<file path="config.mk">
export PLATFORM = sky130hd
export DESIGN_NAME = issue_queue
export DESIGN_NICKNAME = d
export VERILOG_FILES = /design/src/rtl/issue_queue_pkg.sv /design/src/rtl/issue_queue_operand_capture.sv /design/src/rtl/issue_queue.sv
export SDC_FILE = /design/constraint.sdc
export NUM_CORES = 2
export LEC_CHECK = 0
export CAP_MARGIN = 15
export CORE_UTILIZATION = 50
export CTS_BUF_LIST = sky130_fd_sc_hd__clkbuf_8
export CTS_CLUSTER_DIAMETER = 100
export DETAILED_ROUTE_END_ITERATION = 8
export HOLD_SLACK_MARGIN = 0.05
export PLACE_DENSITY = 0.67
export SLEW_MARGIN = 10
export SYNTH_ARGS = -nofsm -noshare
export SYNTH_HDL_FRONTEND = slang
export SYNTH_HIERARCHICAL = 1
export SYNTH_SLANG_ARGS = --single-unit
</file>
<file path="constraint.sdc">
create_clock -name clk -period 2.5 [get_ports clk]
set_input_delay 0.5 -clock clk [delete_from_list [all_inputs] [get_ports clk]]
set_output_delay 0.5 -clock clk [all_outputs]
set_load 0.05 [all_outputs]
</file>
<file path="src/rtl/issue_queue_pkg.sv">
// Shared types for the issue stage: the decoded element handed over by decode
// and the per-slot record held inside the issue queue.
package issue_queue_pkg;

  localparam int XLEN     = 32;
  localparam int REG_W    = 5;
  localparam int IQ_DEPTH = 8;

  typedef enum logic [3:0] {
    OP_NOP,
    OP_ADDU,
    OP_SUBU,
    OP_AND,
    OP_OR,
    OP_ORI,
    OP_XOR,
    OP_SLT,
    OP_LUI,
    OP_BEQ,
    OP_BNE,
    OP_J
  } iq_op_e;

  typedef struct packed {
    logic [XLEN-1:0]  pc;
    logic [XLEN-1:0]  predict_pc_addr;
    logic             predict_brunch_taken;
    iq_op_e           op;
    logic             num1_need;
    logic [REG_W-1:0] num1_addr;
    logic [XLEN-1:0]  num1;
    logic             num2_need;
    logic [REG_W-1:0] num2_addr;
    logic [XLEN-1:0]  num2;
    logic             write_reg_en;
    logic [REG_W-1:0] write_reg_addr;
  } ISSUE_QUEUE_ELEMENT;

  typedef struct packed {
    ISSUE_QUEUE_ELEMENT elem;
    logic               valid;
    logic               num1_ready;
    logic               num2_ready;
  } IQ_ENTRY;

endpackage

</file>
<file path="src/rtl/issue_queue_operand_capture.sv">
// Resolves one source operand: keeps an already captured value, otherwise takes
// it from the register file, then from the writeback broadcast.
module iq_operand_capture
  import issue_queue_pkg::*;
(
  input  logic             need_i,
  input  logic [REG_W-1:0] addr_i,
  input  logic             cur_ready_i,
  input  logic [XLEN-1:0]  cur_val_i,
  input  logic             rf_ready_i,
  input  logic [XLEN-1:0]  rf_data_i,
  input  logic             wb_valid_i,
  input  logic [REG_W-1:0] wb_addr_i,
  input  logic [XLEN-1:0]  wb_data_i,
  output logic             ready_o,
  output logic [XLEN-1:0]  val_o
);

  always_comb begin
    ready_o = cur_ready_i;
    val_o   = cur_val_i;
    if (!cur_ready_i) begin
      if (!need_i) begin
        // Unused source: the slot carries the immediate untouched.
        ready_o = 1'b1;
      end else if (addr_i == '0) begin
        ready_o = 1'b1;
        val_o   = '0;
      end else if (rf_ready_i) begin
        ready_o = 1'b1;
        val_o   = rf_data_i;
      end else if (wb_valid_i && (wb_addr_i == addr_i)) begin
        // addr_i is non-zero here, so r0 broadcasts never wake anything.
        ready_o = 1'b1;
        val_o   = wb_data_i;
      end
    end
  end

endmodule

</file>
<file path="src/rtl/issue_queue.sv">
// In-order issue buffer between decode and execute: captures operands at
// enqueue or from writeback, and presents the oldest entry once it is complete.
module issue_queue
  import issue_queue_pkg::*;
#(
  parameter int DEPTH = IQ_DEPTH,
  parameter int PTR_W = $clog2(DEPTH)
) (
  input  logic               clk,
  input  logic               rst,
  input  logic               flush,
  input  logic               enq_valid,
  output logic               enq_ready,
  input  ISSUE_QUEUE_ELEMENT enq_elem,
  input  logic               rf_num1_ready,
  input  logic [XLEN-1:0]    rf_num1_data,
  input  logic               rf_num2_ready,
  input  logic [XLEN-1:0]    rf_num2_data,
  input  logic               wb_valid,
  input  logic [REG_W-1:0]   wb_addr,
  input  logic [XLEN-1:0]    wb_data,
  output logic               iss_valid,
  input  logic               iss_ready,
  output ISSUE_QUEUE_ELEMENT iss_elem,
  output logic [PTR_W:0]     count
);

  IQ_ENTRY          entries_q [DEPTH];
  IQ_ENTRY          entries_d [DEPTH];
  logic [PTR_W-1:0] head_q, head_d;
  logic [PTR_W-1:0] tail_q, tail_d;
  logic [PTR_W:0]   count_q, count_d;

  IQ_ENTRY          head_entry;
  IQ_ENTRY          enq_entry;
  logic             full;
  logic             enq_fire;
  logic             iss_fire;

  logic             enq_num1_ready, enq_num2_ready;
  logic [XLEN-1:0]  enq_num1_val, enq_num2_val;

  assign full       = (count_q == (PTR_W+1)'(DEPTH));
  assign head_entry = entries_q[head_q];

  assign enq_ready  = !full;
  assign iss_valid  = head_entry.valid && head_entry.num1_ready && head_entry.num2_ready;
  assign iss_elem   = head_entry.elem;
  assign count      = count_q;

  assign enq_fire   = enq_valid && enq_ready;
  assign iss_fire   = iss_valid && iss_ready;

  iq_operand_capture u_enq_num1 (
    .need_i      (enq_elem.num1_need),
    .addr_i      (enq_elem.num1_addr),
    .cur_ready_i (1'b0),
    .cur_val_i   (enq_elem.num1),
    .rf_ready_i  (rf_num1_ready),
    .rf_data_i   (rf_num1_data),
    .wb_valid_i  (wb_valid),
    .wb_addr_i   (wb_addr),
    .wb_data_i   (wb_data),
    .ready_o     (enq_num1_ready),
    .val_o       (enq_num1_val)
  );

  iq_operand_capture u_enq_num2 (
    .need_i      (enq_elem.num2_need),
    .addr_i      (enq_elem.num2_addr),
    .cur_ready_i (1'b0),
    .cur_val_i   (enq_elem.num2),
    .rf_ready_i  (rf_num2_ready),
    .rf_data_i   (rf_num2_data),
    .wb_valid_i  (wb_valid),
    .wb_addr_i   (wb_addr),
    .wb_data_i   (wb_data),
    .ready_o     (enq_num2_ready),
    .val_o       (enq_num2_val)
  );

  always_comb begin
    enq_entry            = '0;
    enq_entry.elem       = enq_elem;
    enq_entry.elem.num1  = enq_num1_val;
    enq_entry.elem.num2  = enq_num2_val;
    enq_entry.valid      = 1'b1;
    enq_entry.num1_ready = enq_num1_ready;
    enq_entry.num2_ready = enq_num2_ready;
  end

  for (genvar gi = 0; gi < DEPTH; gi++) begin : g_entry
    logic            wake1_ready, wake2_ready;
    logic [XLEN-1:0] wake1_val, wake2_val;
    IQ_ENTRY         entry_d;

    // Wakeup path: the register file is never consulted after enqueue.
    iq_operand_capture u_wake1 (
      .need_i      (entries_q[gi].elem.num1_need),
      .addr_i      (entries_q[gi].elem.num1_addr),
      .cur_ready_i (entries_q[gi].num1_ready),
      .cur_val_i   (entries_q[gi].elem.num1),
      .rf_ready_i  (1'b0),
      .rf_data_i   ('0),
      .wb_valid_i  (wb_valid),
      .wb_addr_i   (wb_addr),
      .wb_data_i   (wb_data),
      .ready_o     (wake1_ready),
      .val_o       (wake1_val)
    );

    iq_operand_capture u_wake2 (
      .need_i      (entries_q[gi].elem.num2_need),
      .addr_i      (entries_q[gi].elem.num2_addr),
      .cur_ready_i (entries_q[gi].num2_ready),
      .cur_val_i   (entries_q[gi].elem.num2),
      .rf_ready_i  (1'b0),
      .rf_data_i   ('0),
      .wb_valid_i  (wb_valid),
      .wb_addr_i   (wb_addr),
      .wb_data_i   (wb_data),
      .ready_o     (wake2_ready),
      .val_o       (wake2_val)
    );

    always_comb begin
      entry_d = entries_q[gi];
      if (entries_q[gi].valid) begin
        entry_d.num1_ready = wake1_ready;
        entry_d.elem.num1  = wake1_val;
        entry_d.num2_ready = wake2_ready;
        entry_d.elem.num2  = wake2_val;
      end
      if (iss_fire && (head_q == PTR_W'(gi))) begin
        entry_d.valid = 1'b0;
      end
      // Enqueue and issue never target the same slot: that needs empty or full.
      if (enq_fire && (tail_q == PTR_W'(gi))) begin
        entry_d = enq_entry;
      end
      if (flush) begin
        entry_d.valid      = 1'b0;
        entry_d.num1_ready = 1'b0;
        entry_d.num2_ready = 1'b0;
      end
    end

    assign entries_d[gi] = entry_d;
  end

  always_comb begin
    head_d  = head_q;
    tail_d  = tail_q;
    count_d = count_q;
    if (flush) begin
      head_d  = '0;
      tail_d  = '0;
      count_d = '0;
    end else begin
      if (enq_fire) tail_d = tail_q + PTR_W'(1);
      if (iss_fire) head_d = head_q + PTR_W'(1);
      case ({enq_fire, iss_fire})
        2'b10:   count_d = count_q + (PTR_W+1)'(1);
        2'b01:   count_d = count_q - (PTR_W+1)'(1);
        default: count_d = count_q;
      endcase
    end
  end

  always_ff @(posedge clk) begin
    if (rst) begin
      head_q  <= '0;
      tail_q  <= '0;
      count_q <= '0;
      for (int i = 0; i < DEPTH; i++) begin
        entries_q[i] <= '0;
      end
    end else begin
      head_q  <= head_d;
      tail_q  <= tail_d;
      count_q <= count_d;
      for (int i = 0; i < DEPTH; i++) begin
        entries_q[i] <= entries_d[i];
      end
    end
  end

  a_no_enq_when_full: assert property (@(posedge clk) disable iff (rst)
    !(enq_fire && full));

  a_no_iss_when_empty: assert property (@(posedge clk) disable iff (rst)
    !(iss_fire && (count_q == '0)));

  // Pointer distance matches count modulo DEPTH; count alone tells full from empty.
  a_occupancy: assert property (@(posedge clk) disable iff (rst)
    ((tail_q - head_q) == count_q[PTR_W-1:0]) && (count_q <= (PTR_W+1)'(DEPTH)));

endmodule

</file>
==> metrics <==
status complete, but fails checks; failing checks DRC, setup timing; largest net degree at the start of global routing between 100 and 150; Die Height 379 microns; fmax 293 MHz; Synth cell types 53; DRT antenna net count 0; Layout Area Growth over Synthesis 25.3%; Post-DP HPWL 162000 microns; clk_lat worst skew 0.97 ns; die footprint 144000 sq um; CP required ~2 ns; Power per Cell Area 512 nW/um^2; # rows 138; initial antenna violation count 15; syn avg cell area ~9 sq um; met3 GRT Util 0.0783; met2 Use GR 0.573; DR pass1 iterations 8; CTS tree done; Clock Pin Slew Worst Setup and Hold Paths 0.07 ns; via count 65400; Pins Over Slew Limit 0; fillers around 12000; Yosys reg bits 1245; Arr. time, crit path 2.91 ns; Num CTS Buffers 213; drt drc 2; Worst Hold Class in -> reg; deepest clock path buffer count 3; CP max FO 9; maximum vdd drop 0.000573 V; global-route wire length before repair 393000 microns; Worst-Margin Slew 1.19 ns; Vias/cell 6.07; Fin. Hold Viols 0; clock skew 0.0477 ns; Period minus WS final 3.41 ns; Initial DRC Count 6587; CTS H-tree depth 4; vias in the first global route 63300; CP startpoint kind register; fraction of layout cells with a size suffix above 1 0.202; WS Path Type reg -> out; CP Capture Type primary output; Final Setup Violations 157; final WL 265000 microns; clock sinks 1245; Post-Syn Instances 7822; port buffer count 416; EDFF count, synth 0; WL per Instance 24.6 microns; Final WS setup -0.911 ns; Global Route met1 Usage 0.450; Layout Utilization 0.631; sequential area share after synthesis 0.350; Die X 379 microns; RSZ-0062 raised after global routing true; grt ovf 0; core area between 100000 and 150000 sq um; Starting Density 0.503; Leak 31.4 nW; Synth Cell Area 71200 sq um; Warnings, synthesis 6; gpl congestion 0.879; crit share post-route 1.36; Max-slew headroom 0.207; Layout Nets 8971; final instance area 89200 sq um; I/O pin total between 400 and 500; root buffer cell clkbuf_8; setup TNS -126.84 ns; leading register cell type out of synthesis dfxtp_1; max cap viols 0; All-Layer GR Usage 0.357; dpl cell area 82000 sq um; Async S/R FF share, synth 0; GRT busiest layer met2
## metrics by stage
| stage | setup WS (ns) | total power, mW | hold WS [ns] | instances |
|---|---|---|---|---|
| floorplan | -0.120 | 23.9 | 0.433 | 8367 |
| global placement | -0.617 | 26.3 | 0.438 | 10300 |
| detailed placement | -0.682 | 26.4 | 0.444 | 10300 |
| CTS | -1.03 | 45.6 | 0.171 | 10700 |
| global route | -0.959 | 47.1 | 0.260 | 10800 |
| finish | -0.911 | 45.7 | 0.268 | 10800 |
## worst max-delay path: stages, from the launching register on
cell and delay [ns]:
dfxtp_4 0.40, buf_12 0.16, buf_12 0.18, buf_4 0.17
mux4_2 0.49, mux2_2 0.33, buf_4 0.21
## synthesized netlist by cell type (all sizes together) (18+ instances only)
cell	instances	area share
o21ai	22	0.0015
mux2i	529	0.074
a2bb2oi	18	0.0022
a21oi	709	0.050
dfxtp	1245	0.35
o211ai	18	0.0032
nor2	538	0.028
nand2	1422	0.075
and2	580	0.052
and2b	18	0.0019
inv	29	0.0015
nand3	24	0.0019
mux2	151	0.024
or4	18	0.0028
mux4	302	0.096
nand4	22	0.0019
xnor2	92	0.011
clkbuf	289	0.015
a211oi	530	0.066
o21bai	18	0.0019
a221o	576	0.081
nor3	19	0.0013
o211a	18	0.0044
buf	587	0.047
## worst paths after layout
kind	to	slack, ns	startpoint	cells after the start
setup / recovery	iss_elem[79]	-0.91	register	6
hold / removal	entries_q[1][122]	0.27	enq_elem[119]	3
setup reg to reg	count[3]	-0.27	register	14
hold reg to reg	entries_q[3][110]	0.45	entries_q[3][110]	2
## cell families (layout without fill, tap and decap cells)
| logic type | after synthesis | count (layout) | share of synthesized area |
|---|---|---|---|
| DFF | 1245 | 1245 | 0.350 |
| AOI/OAI and AO/OA | 1922 | 1922 | 0.211 |
| xor gates and xnor gates | 94 | 94 | 0.0116 |
| other | 1 | 553 | 0.0000527 |
| adders and majority gates | 16 | 16 | 0.00292 |
| and+or+nand+nor | 2657 | 2657 | 0.167 |
| muxes | 982 | 982 | 0.194 |
| buffers and inverters | 905 | 1406 | 0.0639 |
## sequential cells by signal, summed over array words and instances (netlist names), named ones only
| register | count |
|---|---|
| entries_q | 1232 |
| head_q | 3 |
| count | 4 |
| tail_q | 3 |
## metal layers
layer | share of wire | up-vias
li1 | - | 29600
met1 | 0.39 | 31700
met2 | 0.46 | 3345
met3 | 0.099 | 712
met4 | 0.052 | 20
met5 | 0.00054 | -
## where the power goes
group / total [mW] / switching (mW) / internal, mW
Sequential: 20.4 / 0.244 / 20.2
Combinational: 6.06 / 3.51 / 2.55
Clock: 19.2 / 9.15 / 10.0
Total: 45.7 / 12.9 / 32.8
## cell usage in the layout, fill, tap and decap left out, drive strengths merged, types with 4 or more instances in the layout
master / netlist / final
a211oi: 530 / 530
a21oi: 709 / 709
a221o: 576 / 576
a2bb2oi: 18 / 18
and2: 580 / 580
and2b: 18 / 18
and3: 6 / 6
buf: 587 / 721
bufinv: 0 / 4
clkbuf: 289 / 273
clkdlybuf4s50: 0 / 258
clkinv: 0 / 25
clkinvlp: 0 / 4
conb: 1 / 546
dfxtp: 1245 / 1245
diode: 0 / 7
ha: 15 / 15
inv: 29 / 119
mux2: 151 / 151
mux2i: 529 / 529
mux4: 302 / 302
nand2: 1422 / 1422
nand3: 24 / 24
nand4: 22 / 22
nand4b: 4 / 4
nor2: 538 / 538
nor3: 19 / 19
o211a: 18 / 18
o211ai: 18 / 18
o21ai: 22 / 22
o21bai: 18 / 18
o41ai: 6 / 6
or4: 18 / 18
xnor2: 92 / 92
## final cells by class
class	count	area [sq um]	share of cell area
flip-flops and latches	1245	25000	0.280
inverters	29	111	0.00125
diodes	7	17.5	0.000196
repair buffers	989	12500	0.140
clock buffers	265	3650	0.0409
clock inverters	123	741	0.00830
multi-input cells	6217	44900	0.503
well taps	1890	2360	0.0265
## timing repair
item | in CTS | in global routing
endpoints found under the setup margin | 155 | 177
hold buffers | 1 | 0
gates resized for setup | 270 | 187
pin swaps | 1 | 1
endpoints found under the hold margin | 19 | 0
buffers inserted | 35 | 23
gates cloned | 19 | 8
(Power assumes the default switching activity.)
